[config.mk]
export PLATFORM = sky130hd
export DESIGN_NAME = sevenseg_scan_ctrl_flat
export DESIGN_NICKNAME = d
export VERILOG_FILES = /design/src/rtl/sevenseg_pkg.sv /design/src/rtl/sevenseg_scan_ctrl_if.sv /design/src/rtl/sevenseg_driver.sv /design/src/rtl/sevenseg_scan_ctrl.sv /design/src/flat_wrapper.sv
export SDC_FILE = /design/constraint.sdc
export NUM_CORES = 1
export LEC_CHECK = 0
export ABC_CLOCK_PERIOD_IN_PS = 7380
export BUFFER_PORTS_ARGS = -buffer_cell sky130_fd_sc_hd__buf_2
export CAP_MARGIN = 30
export CORE_MARGIN = 3
export CORE_UTILIZATION = 45
export DETAILED_ROUTE_END_ITERATION = 7
export SYNTH_ARGS = -nofsm -noshare
export SYNTH_HDL_FRONTEND = slang
export SYNTH_SLANG_ARGS = --single-unit
[constraint.sdc]
create_clock -name clk -period 7.38 [get_ports clk]
set_clock_uncertainty 0.1 [all_clocks]
set_input_delay 2.214 -clock clk [delete_from_list [all_inputs] [get_ports clk]]
set_output_delay 2.214 -clock clk [all_outputs]
set_load 0.01 [all_outputs]
[src/rtl/sevenseg_pkg.sv]
// Shared constants and scan state encoding for the 7-segment scan controller.
package sevenseg_pkg;

    localparam logic [3:0] SEG_CODE_CHECK = 4'd10;
    localparam logic [3:0] SEG_CODE_X     = 4'd11;
    localparam logic [3:0] SEG_CODE_OFF   = 4'd12;

    typedef enum logic {
        SCAN_BLANK,
        SCAN_SHOW
    } scan_state_t;

endpackage

[src/rtl/sevenseg_scan_ctrl_if.sv]
// Host-side register/commit bus of the scan controller.
interface sevenseg_scan_ctrl_if #(
    parameter int NUM_DIGITS = 4
) ();
    logic                          wr_en;
    logic [$clog2(NUM_DIGITS)-1:0] wr_idx;
    logic [3:0]                    wr_val;
    logic                          commit;
    logic                          lz_suppress;
    logic [NUM_DIGITS-1:0]         blink_mask;
    logic                          commit_pending;

    modport master (
        output wr_en, wr_idx, wr_val, commit, lz_suppress, blink_mask,
        input  commit_pending
    );

    modport slave (
        input  wr_en, wr_idx, wr_val, commit, lz_suppress, blink_mask,
        output commit_pending
    );
endinterface

[src/rtl/sevenseg_driver.sv]
// Combinational code-to-segment decoder, bit order {g,f,e,d,c,b,a}.
module sevenseg_driver
    import sevenseg_pkg::*;
(
    input  logic [3:0] code,
    output logic [6:0] seg
);

    always_comb begin
        seg = 7'b0000000;
        case (code)
            4'd0:           seg = 7'b0111111;
            4'd1:           seg = 7'b0000110;
            4'd2:           seg = 7'b1011011;
            4'd3:           seg = 7'b1001111;
            4'd4:           seg = 7'b1100110;
            4'd5:           seg = 7'b1101101;
            4'd6:           seg = 7'b1111101;
            4'd7:           seg = 7'b0000111;
            4'd8:           seg = 7'b1111111;
            4'd9:           seg = 7'b1101111;
            SEG_CODE_CHECK: seg = 7'b0011110;
            SEG_CODE_X:     seg = 7'b1110110;
            default:        seg = 7'b0000000;
        endcase
    end

endmodule

[src/rtl/sevenseg_scan_ctrl.sv]
// Time-multiplexed 7-segment scan controller with shadowed digit codes,
// frame-aligned commit, leading-zero suppression and per-digit blinking.
//
// state      | meaning
// SCAN_BLANK | all digits off, anti-ghosting gap before digit idx
// SCAN_SHOW  | digit idx driven with its decoded code
module sevenseg_scan_ctrl
    import sevenseg_pkg::*;
#(
    parameter int NUM_DIGITS   = 4,
    parameter int DWELL_CYCLES = 1000,
    parameter int BLANK_CYCLES = 16,
    parameter int BLINK_FRAMES = 32
) (
    input  logic                   clk,
    input  logic                   rst_n,
    sevenseg_scan_ctrl_if.slave    host,
    output logic [6:0]             seg,
    output logic [NUM_DIGITS-1:0]  dig_en,
    output logic                   frame_start
);

    localparam int IW      = $clog2(NUM_DIGITS);
    localparam int CNT_MAX = (DWELL_CYCLES > BLANK_CYCLES) ? DWELL_CYCLES : BLANK_CYCLES;
    localparam int CW      = (CNT_MAX > 1) ? $clog2(CNT_MAX) : 1;
    localparam int FW      = (BLINK_FRAMES > 1) ? $clog2(BLINK_FRAMES) : 1;

    localparam logic [CW-1:0] BLANK_LAST = CW'(BLANK_CYCLES - 1);
    localparam logic [CW-1:0] DWELL_LAST = CW'(DWELL_CYCLES - 1);
    localparam logic [IW-1:0] IDX_LAST   = IW'(NUM_DIGITS - 1);
    localparam logic [FW-1:0] FRAME_LAST = FW'(BLINK_FRAMES - 1);

    scan_state_t           state, state_nxt;
    logic [CW-1:0]         cnt, cnt_nxt;
    logic [IW-1:0]         idx, idx_nxt;
    logic                  boundary;

    logic [3:0]            active [NUM_DIGITS];
    logic [3:0]            shadow [NUM_DIGITS];
    logic                  pending;
    logic [FW-1:0]         frame_cnt;
    logic                  blink_phase;

    logic                  wr_ok;
    logic [NUM_DIGITS-1:0] lz_mask;
    logic                  zero_above;
    logic [3:0]            disp_code;
    logic [6:0]            drv_seg;
    logic [NUM_DIGITS-1:0] onehot;

    always_ff @(posedge clk) begin
        if (!rst_n) begin
            state <= SCAN_BLANK;
            cnt   <= '0;
            idx   <= '0;
        end else begin
            state <= state_nxt;
            cnt   <= cnt_nxt;
            idx   <= idx_nxt;
        end
    end

    always_comb begin
        state_nxt = state;
        cnt_nxt   = cnt + 1'b1;
        idx_nxt   = idx;
        boundary  = 1'b0;
        case (state)
            SCAN_BLANK: begin
                if (cnt == BLANK_LAST) begin
                    state_nxt = SCAN_SHOW;
                    cnt_nxt   = '0;
                end
            end
            SCAN_SHOW: begin
                if (cnt == DWELL_LAST) begin
                    state_nxt = SCAN_BLANK;
                    cnt_nxt   = '0;
                    if (idx == IDX_LAST) begin
                        idx_nxt  = '0;
                        boundary = 1'b1;
                    end else begin
                        idx_nxt = idx + 1'b1;
                    end
                end
            end
            default: begin
                state_nxt = SCAN_BLANK;
                cnt_nxt   = '0;
            end
        endcase
    end

    // Out-of-range slot indices can only occur for non-power-of-two digit counts.
    if ((1 << IW) == NUM_DIGITS) begin : g_wr_full
        assign wr_ok = host.wr_en;
    end else begin : g_wr_part
        assign wr_ok = host.wr_en && ({1'b0, host.wr_idx} < (IW + 1)'(NUM_DIGITS));
    end

    // Digit i is a leading zero when it and every more significant digit hold 0.
    always_comb begin
        lz_mask    = '0;
        zero_above = 1'b1;
        for (int i = NUM_DIGITS - 1; i > 0; i--) begin
            zero_above = zero_above && (active[i] == 4'd0);
            lz_mask[i] = zero_above;
        end
    end

    always_comb begin
        disp_code = active[idx];
        if (host.lz_suppress && lz_mask[idx])
            disp_code = SEG_CODE_OFF;
        if (blink_phase && host.blink_mask[idx])
            disp_code = SEG_CODE_OFF;
    end

    sevenseg_driver u_driver (
        .code (disp_code),
        .seg  (drv_seg)
    );

    assign onehot              = {{(NUM_DIGITS - 1){1'b0}}, 1'b1} << idx;
    assign host.commit_pending = pending;

    always_ff @(posedge clk) begin
        if (!rst_n) begin
            for (int i = 0; i < NUM_DIGITS; i++) begin
                active[i] <= SEG_CODE_OFF;
                shadow[i] <= SEG_CODE_OFF;
            end
            pending     <= 1'b0;
            frame_cnt   <= '0;
            blink_phase <= 1'b0;
            frame_start <= 1'b0;
            seg         <= '0;
            dig_en      <= '0;
        end else begin
            if (wr_ok)
                shadow[host.wr_idx] <= host.wr_val;

            // Transfer sees pre-edge shadow; a same-cycle write lands in shadow only.
            if (boundary && pending) begin
                for (int i = 0; i < NUM_DIGITS; i++)
                    active[i] <= shadow[i];
            end

            if (host.commit)
                pending <= 1'b1;
            else if (boundary)
                pending <= 1'b0;

            if (boundary) begin
                if (frame_cnt == FRAME_LAST) begin
                    frame_cnt   <= '0;
                    blink_phase <= ~blink_phase;
                end else begin
                    frame_cnt <= frame_cnt + 1'b1;
                end
            end

            frame_start <= boundary;
            dig_en      <= (state == SCAN_SHOW) ? onehot  : '0;
            seg         <= (state == SCAN_SHOW) ? drv_seg : '0;
        end
    end

endmodule

[src/flat_wrapper.sv]
// flat-port wrapper written by rule: the top's interface ports become plain ports
module sevenseg_scan_ctrl_flat import sevenseg_pkg::*;
#(
    parameter int NUM_DIGITS   = 4,
    parameter int DWELL_CYCLES = 1000,
    parameter int BLANK_CYCLES = 16,
    parameter int BLINK_FRAMES = 32
)
  (clk, rst_n, seg, dig_en, frame_start, host_wr_en, host_wr_idx, host_wr_val, host_commit, host_lz_suppress, host_blink_mask, host_commit_pending);
  sevenseg_scan_ctrl_if #(.NUM_DIGITS(NUM_DIGITS)) host_i ();
  input  logic clk;
  input  logic rst_n;
  output logic [6:0] seg;
  output logic [NUM_DIGITS-1:0] dig_en;
  output logic frame_start;
  input wire logic [$bits(host_i.wr_en)-1:0] host_wr_en;
  input wire logic [$bits(host_i.wr_idx)-1:0] host_wr_idx;
  input wire logic [$bits(host_i.wr_val)-1:0] host_wr_val;
  input wire logic [$bits(host_i.commit)-1:0] host_commit;
  input wire logic [$bits(host_i.lz_suppress)-1:0] host_lz_suppress;
  input wire logic [$bits(host_i.blink_mask)-1:0] host_blink_mask;
  output wire logic [$bits(host_i.commit_pending)-1:0] host_commit_pending;
  assign host_i.wr_en = host_wr_en;
  assign host_i.wr_idx = host_wr_idx;
  assign host_i.wr_val = host_wr_val;
  assign host_i.commit = host_commit;
  assign host_i.lz_suppress = host_lz_suppress;
  assign host_i.blink_mask = host_blink_mask;
  assign host_commit_pending = host_i.commit_pending;
  sevenseg_scan_ctrl #(.NUM_DIGITS(NUM_DIGITS), .DWELL_CYCLES(DWELL_CYCLES), .BLANK_CYCLES(BLANK_CYCLES), .BLINK_FRAMES(BLINK_FRAMES)) u_core (.clk(clk), .rst_n(rst_n), .host(host_i), .seg(seg), .dig_en(dig_en), .frame_start(frame_start));
endmodule
==> run metrics <==
initial core utilization=0.476; RSZ-0062 raised after global routing=no; Reg power frac=0.550; Clock Path Buffers=2; IO buf count=27; worst-case reg-to-reg path depth=6; clk sink count=66; I/O pin total=28; via count=about 1800; Mapped Cells=248; clock buffers created by TritonCTS=9; setup TNS=0 ns; min Tclk post-route=about 3.9 ns; post-place instance area=3100 µm²; die area=approximately 7400 µm²; share of async-settable or async-resettable flops after synthesis=0; Layout Utilization=0.542; run status=finished, final reports clean; Setup CP Type=in -> reg; Clock transition at path regs=around 0.060 ns; Switching Share=0.204; CP Launch Type=input pin; R2R setup slack=around 4.7 ns; die height=around 86 µm; Clk network pwr share=0.410; Logic pwr share=0.040; Syn Area/Cell=between 10 and 15 µm²; peak supply drop=0.000115 V; initial antenna violation count=0; fill count=between 500 and 600; HP Class=reg -> reg; Critical-path top delay cell=or4b_1; H-tree levels=3; fraction of the mapped netlist area in simple logic gates=0.218; Pre-antenna DRT Iters=4; CP Cell Sequence=buf_2 -> or4b_1 -> a211oi_2 -> a21oi_1 -> and2_1 -> inv_1 -> ha_1 -> nor3b_1 -> a211oi_1; final wirelength=roughly 4700 µm; adder-cell share of the synthesized area=0.0388; static leakage=1.29 nW; Arrival @ worst endpoint=slightly above 4 ns; worst path required time=~7.5 ns; Slew @ Worst Pin=between 0.7 and 0.8 ns; largest net degree at the start of global routing=17; P per Cell Area=about 220 nW/µm²; Hold WS=between 0.3 and 0.4 ns; worst skew pair latency=approximately 0.33 ns; YS warnings=0; Final WS setup=3.45 ns; area grow syn2layout=13.8%; Worst Setup Slack post-DPL=approximately 3.1 ns; register area share after synthesis=0.566; Post-CTS Setup Bufs=0; Yosys cell types=47; Synth Area in XOR/XNOR=0.0302; termination of the worst setup path=u_core.seg[2]; first-pass GRT wire length=roughly 8300 µm; worst rel slew slack=0.478; commonest non-fill, non-tap cell in the layout=dfxtp_1; ys flop type=dfxtp_1; synthesized area=~2900 µm²; number of global-route vias before repair=between 1500 and 2000; global route overflow=0; EDFF count, synth=32; post-route ant nets=0; num rows=28; Synth Area in Compound Gates=0.0703; Slew Limit Fails=0; Final Cycle Share=0.532; Ant. Diodes=0; number of cells on the critical path=9; post-synthesis mux area share=0.0535; First DRT Iteration DRCs=49; CP Capture Type=flip-flop; fin area=approximately 3300 µm²; Tot GR Track Use=0.144; Finish-stage setup viols=0; CTS resizes=0; nets@finish=304; Synth Register Bits=between 60 and 70; vias per cell=5.06; CTS tree=done; final hold viol count=0; crit path buf inv count=2; CP Launch Point=host_lz_suppress; hold_buf cts=0; Crit path largest cell delay=~0.44 ns; reg2reg start=u_core.cnt[0]; Reg-to-Reg End=u_core.active[1][2]; Core Area=between 6000 and 7000 µm²; GPL Wtd Cong=slightly below 0.8; f_max=between 200 and 300 MHz; dpl hpwl=~3300 µm; largest family of logic cells by synthesized area=simple AND/OR/NAND/NOR gates; CTS Root Cell=clkbuf_8; residual DRC count=0; layout cells sized above 1=0.204; syn nets=about 270; most frequent cells in the layout=34 x dfxtp_1, 32 x edfxtp_1, 27 x buf_2, 22 x nor2_1; routed len/inst=around 13 µm; max-cap viol count=0; CP top delay family=simple AND/OR/NAND/NOR gates; Psw=0.148 mW; Die X=between 80 and 90 µm; crit path max fanout=4; Internal=approximately 0.58 mW
## stage by stage
step	total power, mW	instances
final	0.726	360
after global routing	0.758	360
after CTS	0.737	360
after detailed placement	0.437	344
after global placement	0.437	344
after floorplan	0.425	248
## metal layers
layer,track usage,vias to the layer above,routed length (µm)
met2,0.214,36,2150
met5,0,-,0
met4,0.0850,0,111
li1,-,953,-
met3,0.0371,9,188
met1,0.191,822,2280
## power groups by stage
stage	logic (mW)	registers [mW]	clock network, mW
2_1_floorplan	0.0191	0.406	0
3_5_place_dp	0.0295	0.407	0
6_report	0.0292	0.399	0.297
5_1_grt	0.0340	0.400	0.324
4_1_cts	0.0297	0.399	0.308
3_3_place_gp	0.0292	0.407	0
## worst min path at each step
stage / slack [ns] / cells after the start / end / startpoint
2_1_floorplan: 0.31 / 1 / u_core.cnt[0] / u_core.cnt[0]
4_1_cts: 0.35 / 1 / u_core.cnt[0] / u_core.cnt[0]
6_report: 0.35 / 1 / u_core.cnt[0] / u_core.cnt[0]
3_3_place_gp: 0.33 / 1 / u_core.cnt[0] / u_core.cnt[0]
5_1_grt: 0.38 / 1 / u_core.cnt[0] / u_core.cnt[0]
3_5_place_dp: 0.34 / 1 / u_core.cnt[0] / u_core.cnt[0]
## cell type report
cell class	instances	area, µm²	area share
repair buffers	28	143	0.0432
flip-flops and latches	66	1640	0.497
clock inverters	1	5.00	0.00152
multi-input cells	167	1190	0.361
clock buffers	15	198	0.0598
inverters	8	30.0	0.00909
well taps	75	93.8	0.0284
## cell families after synthesis
logic type | Yosys count
XOR/XNOR | 10
adder cells (fa/ha/maj) | 9
AND/OR/NAND/NOR | 108
buffers and inverters | 15
AO/OA/AOI/OAI | 29
multiplexers | 11
flip-flops | 66
## synth_stat cells (2+ instances only)
| master | count | area share |
|---|---|---|
| dfxtp_1 | 34 | 0.23 |
| or4b_1 | 3 | 0.010 |
| and2_2 | 2 | 0.0052 |
| or2_2 | 6 | 0.013 |
| o2bb2ai_1 | 2 | 0.0060 |
| ha_1 | 9 | 0.039 |
| and2_1 | 13 | 0.028 |
| and3_1 | 10 | 0.022 |
| nor2_1 | 22 | 0.028 |
| mux2i_1 | 8 | 0.028 |
| nand4b_1 | 2 | 0.0060 |
| a211oi_1 | 3 | 0.0078 |
| o22ai_1 | 3 | 0.0065 |
| nor3b_1 | 2 | 0.0052 |
| xor2_1 | 5 | 0.015 |
| nand3_1 | 8 | 0.014 |
| nor3_1 | 4 | 0.0069 |
| or4_1 | 2 | 0.0052 |
| clkbuf_1 | 3 | 0.0039 |
| nand3b_1 | 2 | 0.0052 |
| edfxtp_1 | 32 | 0.33 |
| nor2b_1 | 2 | 0.0043 |
| nand2_1 | 10 | 0.013 |
| nand2b_1 | 13 | 0.028 |
| mux4_1 | 2 | 0.018 |
| inv_1 | 8 | 0.010 |
| buf_2 | 3 | 0.0052 |
| o21ai_1 | 4 | 0.0069 |
| xnor2_1 | 5 | 0.015 |
| a21oi_1 | 9 | 0.016 |
## state kept, by name, indices dropped and copies added (netlist names), 2 cells and up, named ones only
name              count
u_core.active        16
u_core.shadow        16
u_core.cnt           10
u_core.seg            7
u_core.frame_cnt      5
u_core.dig_en         4
u_core.idx            2
Power figures use the tool's default switching activity.
